$ cat src/rtl/sync_fifo_core_if.sv
// rtl/sync_fifo_core_if.sv - write/read handshake bundle for sync_fifo_core
interface sync_fifo_core_if #(
    parameter int WRITE_WIDTH = 8,
    parameter int READ_WIDTH  = 8
);
    logic [WRITE_WIDTH-1:0] wr_data_i;
    logic                   wr_en_i;
    logic [READ_WIDTH-1:0]  rd_data_o;
    logic                   rd_en_i;
    logic                   full_o;
    logic                   empty_o;

    modport master (
        output wr_data_i, wr_en_i, rd_en_i,
        input  rd_data_o, full_o, empty_o
    );

    modport slave (
        input  wr_data_i, wr_en_i, rd_en_i,
        output rd_data_o, full_o, empty_o
    );
endinterface

$ cat src/rtl/sync_fifo_core.sv
// rtl/sync_fifo_core.sv - single-clock circular-buffer FIFO with integer write/read width conversion
module sync_fifo_core #(
    parameter int DLY         = 1,
    parameter int WRITE_WIDTH = 8,
    parameter int READ_WIDTH  = 8,
    parameter int FIFO_WIDTH  = 8,
    parameter int FIFO_DEPTH  = 32
) (
    input  logic            clk_i,
    input  logic            rst_i,
    sync_fifo_core_if.slave fifo
);
    localparam int K  = WRITE_WIDTH / FIFO_WIDTH;
    localparam int M  = READ_WIDTH / FIFO_WIDTH;
    localparam int AW = $clog2(FIFO_DEPTH);
    localparam int CW = AW + 1;

    if (DLY < 0 || FIFO_DEPTH < 2 || (FIFO_DEPTH & (FIFO_DEPTH - 1)) != 0 ||
        K < 1 || K * FIFO_WIDTH != WRITE_WIDTH || (K & (K - 1)) != 0 || K > FIFO_DEPTH ||
        M < 1 || M * FIFO_WIDTH != READ_WIDTH  || (M & (M - 1)) != 0 || M > FIFO_DEPTH) begin : g_bad_params
        $error("sync_fifo_core: illegal parameter combination");
    end

    logic [FIFO_WIDTH-1:0] mem [FIFO_DEPTH];
    logic [AW-1:0]         wr_ptr;
    logic [AW-1:0]         rd_ptr;
    logic [CW-1:0]         count;
    logic [READ_WIDTH-1:0] rd_data_q;
    logic                  full;
    logic                  empty;
    logic                  wr_acc;
    logic                  rd_acc;

    // Flags depend only on registered count, so no input reaches an output combinationally.
    assign full   = count > CW'(FIFO_DEPTH - K);
    assign empty  = count < CW'(M);
    assign wr_acc = fifo.wr_en_i & ~full;
    assign rd_acc = fifo.rd_en_i & ~empty;

    assign fifo.full_o    = full;
    assign fifo.empty_o   = empty;
    assign fifo.rd_data_o = rd_data_q;

    // Storage is left out of reset so it can map onto a RAM; pointers alone define validity.
    always_ff @(posedge clk_i) begin
        if (wr_acc) begin
            for (int i = 0; i < K; i++) begin
                mem[wr_ptr + AW'(i)] <= fifo.wr_data_i[i*FIFO_WIDTH +: FIFO_WIDTH];
            end
        end
    end

    always_ff @(posedge clk_i) begin
        if (rst_i) begin
            wr_ptr    <= '0;
            rd_ptr    <= '0;
            count     <= '0;
            rd_data_q <= '0;
        end else begin
            if (wr_acc) begin
                wr_ptr <= wr_ptr + AW'(K);
            end
            if (rd_acc) begin
                rd_ptr <= rd_ptr + AW'(M);
                for (int j = 0; j < M; j++) begin
                    rd_data_q[j*FIFO_WIDTH +: FIFO_WIDTH] <= mem[rd_ptr + AW'(j)];
                end
            end
            case ({wr_acc, rd_acc})
                2'b10:   count <= count + CW'(K);
                2'b01:   count <= count - CW'(M);
                2'b11:   count <= count + CW'(K) - CW'(M);
                default: count <= count;
            endcase
        end
    end
endmodule

$ cat src/flat_wrapper.sv
// flat-port wrapper written by rule: the top's interface ports become plain ports
module sync_fifo_core_flat 
#(
    parameter int DLY         = 1,
    parameter int WRITE_WIDTH = 8,
    parameter int READ_WIDTH  = 8,
    parameter int FIFO_WIDTH  = 8,
    parameter int FIFO_DEPTH  = 32
)
  (clk_i, rst_i, fifo_wr_data_i, fifo_wr_en_i, fifo_rd_en_i, fifo_rd_data_o, fifo_full_o, fifo_empty_o);
  sync_fifo_core_if #(.WRITE_WIDTH(WRITE_WIDTH), .READ_WIDTH(READ_WIDTH)) fifo_i ();
  input  logic clk_i;
  input  logic rst_i;
  input wire logic [$bits(fifo_i.wr_data_i)-1:0] fifo_wr_data_i;
  input wire logic [$bits(fifo_i.wr_en_i)-1:0] fifo_wr_en_i;
  input wire logic [$bits(fifo_i.rd_en_i)-1:0] fifo_rd_en_i;
  output wire logic [$bits(fifo_i.rd_data_o)-1:0] fifo_rd_data_o;
  output wire logic [$bits(fifo_i.full_o)-1:0] fifo_full_o;
  output wire logic [$bits(fifo_i.empty_o)-1:0] fifo_empty_o;
  assign fifo_i.wr_data_i = fifo_wr_data_i;
  assign fifo_i.wr_en_i = fifo_wr_en_i;
  assign fifo_i.rd_en_i = fifo_rd_en_i;
  assign fifo_rd_data_o = fifo_i.rd_data_o;
  assign fifo_full_o = fifo_i.full_o;
  assign fifo_empty_o = fifo_i.empty_o;
  sync_fifo_core #(.DLY(DLY), .WRITE_WIDTH(WRITE_WIDTH), .READ_WIDTH(READ_WIDTH), .FIFO_WIDTH(FIFO_WIDTH), .FIFO_DEPTH(FIFO_DEPTH)) u_core (.clk_i(clk_i), .rst_i(rst_i), .fifo(fifo_i));
endmodule
$ cat config.mk
export PLATFORM = sky130hd
export DESIGN_NAME = sync_fifo_core_flat
export DESIGN_NICKNAME = d
export VERILOG_FILES = /design/src/rtl/sync_fifo_core_if.sv /design/src/rtl/sync_fifo_core.sv /design/src/flat_wrapper.sv
export SDC_FILE = /design/constraint.sdc
export NUM_CORES = 1
export LEC_CHECK = 0
export ABC_AREA = 1
export CAP_MARGIN = 20
export CORE_UTILIZATION = 45
export CTS_BUF_LIST = sky130_fd_sc_hd__clkbuf_8
export CTS_CLUSTER_DIAMETER = 50
export CTS_CLUSTER_SIZE = 12
export DETAILED_ROUTE_END_ITERATION = 12
export PLACE_DENSITY = 0.7
export SKIP_LAST_GASP = 1
export SLEW_MARGIN = 20
export SYNTH_ARGS = -nofsm -noshare
export SYNTH_HDL_FRONTEND = slang
export SYNTH_SLANG_ARGS = --single-unit
$ cat constraint.sdc
create_clock -name clk_i -period 2.8 [get_ports clk_i]
set_clock_uncertainty 0.1 [all_clocks]
set_input_delay 0.84 -clock clk_i [delete_from_list [all_inputs] [get_ports clk_i]]
set_output_delay 0.84 -clock clk_i [all_outputs]
set_load 0.1 [all_outputs]
==> metrics.txt <==
# TYPE chip_impl_metric gauge
chip_impl_info{name="status",value="completed"} 1
chip_impl_metric{name="tightest_hold_margin",unit="ns"} 0.3936
chip_impl_metric{name="r2r.worst_path.cells",unit=""} 9
chip_impl_metric{name="detailedRoute.firstIterationViolations",unit=""} 1086
chip_impl_info{name="hold_class",value="flop to flop"} 1
chip_impl_metric{name="synthArstFlopShare",unit=""} 0
chip_impl_metric{name="arrival",unit="ns"} 1.78
chip_impl_metric{name="cts_made_buffers",unit=""} 30
chip_impl_metric{name="cts_sinks",unit=""} 280
chip_impl_metric{name="port-buffer-count",unit=""} 21
chip_impl_metric{name="clkTransAtPathRegs",unit="ns"} 0.08
chip_impl_metric{name="global_route.overflow_total",unit=""} 0
chip_impl_metric{name="ys_ff_latch",unit=""} 280
chip_impl_metric{name="via_count_of_the_first_global_routing_pass",unit=""} 7874
chip_impl_metric{name="hold_viol",unit=""} 0
chip_impl_metric{name="critical_path.max_fanout",unit=""} 8
chip_impl_metric{name="synth_cell_type_count",unit=""} 28
chip_impl_metric{name="dpl-instance-area",unit="µm²"} 12540
chip_impl_metric{name="report.final.slew_viol_count",unit=""} 0
chip_impl_metric{name="report.power.total",unit="mW"} 11.09
chip_impl_metric{name="drt.antenna.violating_nets",unit=""} 0
chip_impl_metric{name="floorplan.die_area",unit="µm²"} 26790
chip_impl_metric{name="finalNonFillerCells",unit=""} 1506
chip_impl_metric{name="post-route-util",unit=""} 0.5152
chip_impl_info{name="timing.critical_path.mode_cell",value="sky130_fd_sc_hd__inv_1"} 1
chip_impl_metric{name="insertion_delay",unit="ns"} 0.58
chip_impl_metric{name="fillCellCount",unit=""} 2286
chip_impl_metric{name="final_nets",unit=""} 1179
chip_impl_metric{name="total_of_hold_buffers_inserted_after_clock_tree_synthesis",unit=""} 0
chip_impl_metric{name="n_antenna_cell",unit=""} 0
chip_impl_metric{name="num_rows",unit=""} 58
chip_impl_info{name="synth_flop_cell",value="sky130_fd_sc_hd__edfxtp_1"} 1
chip_impl_metric{name="worst_r2r_setup_slack",unit="ns"} 0.54
chip_impl_metric{name="drv.max_cap_violation_count",unit=""} 0
chip_impl_info{name="cts_root_buf",value="sky130_fd_sc_hd__clkbuf_8"} 1
chip_impl_metric{name="power.density_cell_area",unit="nW/µm²"} 847.7
chip_impl_info{name="capture_point_of_the_worst_reg_to_reg_path",value="u_core.fifo.rd_data_o[1]"} 1
chip_impl_metric{name="firstDrtPassIters",unit=""} 6
chip_impl_metric{name="synth-edff-count",unit=""} 256
chip_impl_info{name="r2r_start",value="u_core.rd_ptr[1]"} 1
chip_impl_info{name="netlist.top_cell.by_area",value="sky130_fd_sc_hd__edfxtp_1"} 1
chip_impl_metric{name="syn_inst",unit=""} 1103
chip_impl_metric{name="route.vias.total",unit=""} 8195
chip_impl_metric{name="ir_worst_vdd",unit="V"} 0.0005934
chip_impl_info{name="most_used_standard_cells_in_the_synthesized_netlist",value="sky130_fd_sc_hd__nand2_1, sky130_fd_sc_hd__edfxtp_1, sky130_fd_sc_hd__nor2_1"} 1
chip_impl_metric{name="die_height",unit="µm"} 163.7
chip_impl_info{name="synth.most_common_cell",value="sky130_fd_sc_hd__nand2_1"} 1
chip_impl_metric{name="h-tree-depth",unit=""} 1
chip_impl_metric{name="drt-met1-wl",unit="mm"} 12.18
chip_impl_metric{name="fmax",unit="GHz"} 0.3675
chip_impl_metric{name="pin_count",unit=""} 22
chip_impl_metric{name="met2_wirelength",unit="mm"} 13.52
chip_impl_metric{name="stage_delay_of_the_slowest_cell_on_the_critical_path",unit="ns"} 0.38
chip_impl_metric{name="post-route-cell-area",unit="µm²"} 13090
chip_impl_metric{name="number_of_nets_in_the_synthesized_netlist",unit=""} 1122
chip_impl_metric{name="met3WireLength",unit="mm"} 2.500
chip_impl_metric{name="hold_path_depth",unit=""} 2
chip_impl_info{name="path_cells",value="inv_1 > ha_2 > nand2_1 > nor2_2 > nand2_2 > inv_1 > buf_12"} 1
chip_impl_metric{name="place_hpwl",unit="mm"} 18.14
chip_impl_metric{name="synth_area",unit="µm²"} 11760
chip_impl_info{name="cp-startpoint",value="u_core.count[1]"} 1
chip_impl_info{name="critical_path.startpoint_type",value="flop"} 1
chip_impl_metric{name="coreArea",unit="µm²"} 25400
chip_impl_info{name="top_cells_by_area_synth",value="sky130_fd_sc_hd__edfxtp_1, sky130_fd_sc_hd__nand2_1, sky130_fd_sc_hd__nor2_1"} 1
chip_impl_metric{name="grt_max_degree",unit=""} 115
chip_impl_metric{name="fin_crit",unit="ns"} 2.721
chip_impl_metric{name="die_w",unit="µm"} 163.7
chip_impl_metric{name="routabilityCongestion",unit=""} 0.9076
chip_impl_metric{name="initial_core_util",unit=""} 0.4632
chip_impl_info{name="clock_tree_from_tritoncts",value="built"} 1
chip_impl_metric{name="slew_headroom",unit=""} 0.5878
chip_impl_metric{name="post_synth.cell_area_avg",unit="µm²"} 10.67
chip_impl_metric{name="synth_warnings",unit=""} 0
chip_impl_metric{name="clock_tree.buffer_depth",unit=""} 3
chip_impl_metric{name="post_detailed_routing_wire_length",unit="mm"} 29.12
chip_impl_metric{name="wire_length_of_the_first_global_routing_pass",unit="mm"} 44.40
chip_impl_metric{name="netlist.area_leader.share",unit=""} 0.6535
chip_impl_metric{name="area.growth.synth_to_final",unit="%"} 11.24
chip_impl_metric{name="detail_route.vias_per_cell",unit=""} 5.442
chip_impl_metric{name="drt_drc_violations_left",unit=""} 0
chip_impl_metric{name="multi_input_area",unit="µm²"} 3183
chip_impl_metric{name="seq_area",unit="µm²"} 8177
chip_impl_metric{name="route.detailed.wl_per_inst",unit="µm"} 19.34
chip_impl_info{name="cell_at_the_slowest_stage_of_the_critical_path",value="sky130_fd_sc_hd__dfxtp_4"} 1
chip_impl_info{name="top_layer_used",value="met4"} 1
chip_impl_metric{name="tightest_slew",unit="ns"} 0.6168
chip_impl_info{name="worst-setup-path-type",value="flop to output pin"} 1
chip_impl_metric{name="globalRouteTotalUtil",unit=""} 0.2224
chip_impl_metric{name="place.detailed.instances",unit=""} 1455
chip_impl_metric{name="final_period_util",unit=""} 0.9717
chip_impl_info{name="timing.critical_path.to_type",value="output pin"} 1
chip_impl_info{name="hp-start",value="u_core.fifo.rd_data_o[7]"} 1
chip_impl_info{name="worstHoldEndpoint",value="u_core.fifo.rd_data_o[7]"} 1
chip_impl_metric{name="total_leakage_power",unit="nW"} 4.788
chip_impl_metric{name="grt_antenna_before_repair",unit=""} 0
chip_impl_metric{name="drive_above_1_share",unit=""} 0.1046
chip_impl_metric{name="cp_data_required_time",unit="ns"} 1.86
chip_impl_metric{name="seq_area_frac_synth",unit=""} 0.6943
chip_impl_metric{name="setup_violations",unit=""} 0
-- critical path: cells and delay by family (launching register included) --
family | cells | cell delay [ns]
fa+ha+maj | 1 | 0.17
buf+inv | 3 | 0.36
flops | 1 | 0.38
simple gates | 3 | 0.30
-- report_power, final --
group          internal (mW)  switching [mW]  total, mW
sequential              4.72           0.203       4.93
combinational           1.08            2.67       3.75
clock                   1.03            1.39       2.42
total                   6.83            4.26       11.1
-- area by class of cell --
cell class,instances,area share
clock inverter,17,0.006788
sequential,280,0.6248
inverter,29,0.008414
tap,330,0.03155
clock buffer,31,0.03260
multi-input combinational,736,0.2432
timing repair buffer,83,0.05259
-- kinds of logic after synthesis --
group / count (synthesis) / share of synthesized area
fa+ha+maj: 7 / 0.007445
xor+xnor: 4 / 0.002979
flops: 280 / 0.6943
simple gates: 610 / 0.2098
compound gates: 115 / 0.04988
buf+inv: 87 / 0.03552
-- layer usage --
| metal | vias to the layer above | global-route usage |
|---|---|---|
| li1 | 3881 | - |
| met1 | 3889 | 0.3058 |
| met2 | 367 | 0.3594 |
| met3 | 58 | 0.03834 |
| met4 | 0 | 0.07071 |
| met5 | - | 0 |
-- repair_timing --
item | CTS | global route
resized for setup | 2 | 3
pin swaps | 0 | 1
endpoints found under the setup margin | 1 | 1
hold endpoints to repair | 0 | 0
gates cloned | 0 | 0
setup buffers | 0 | 3
-- state kept, by name (all words and copies together), names as in the netlist --
name / cells
u_core.wr_ptr: 5
u_core.count: 6
u_core.fifo.rd_data_o: 8
u_core.rd_ptr: 5
u_core.mem: 256
-- placed cells by master (no fill, tap or decap), drive strengths merged, types with 24 or more instances in the layout --
cell type	Yosys	final
buf	41	72
nand3	125	125
dfxtp	24	24
edfxtp	256	256
nand2	283	283
clkbuf	17	31
inv	26	34
a21oi	34	34
o21ai	77	77
nor2	196	196
-- worst max path at each step --
| stage | slack, ns | depth (start not counted) | endpoint |
|---|---|---|---|
| finish | 0.08 | 7 | fifo_empty_o |
| global route | -0.006 | 7 | fifo_empty_o |
| CTS | 0.004 | 7 | fifo_empty_o |
| detailed placement | 0.08 | 7 | u_core.mem[16][0] |
| global placement | 0.13 | 6 | u_core.mem[27][3] |
| floorplan | 0.21 | 7 | fifo_empty_o |
-- stage by stage --
step                      worst slack, ns   TNS (ns)
after floorplan                    0.2084          0
after global placement             0.1325          0
after detailed placement          0.08433          0
after CTS                        0.003867          0
after global routing            -0.005598  -0.005598
final                             0.07913          0
No activity file was read; power rests on OpenSTA's default activity.
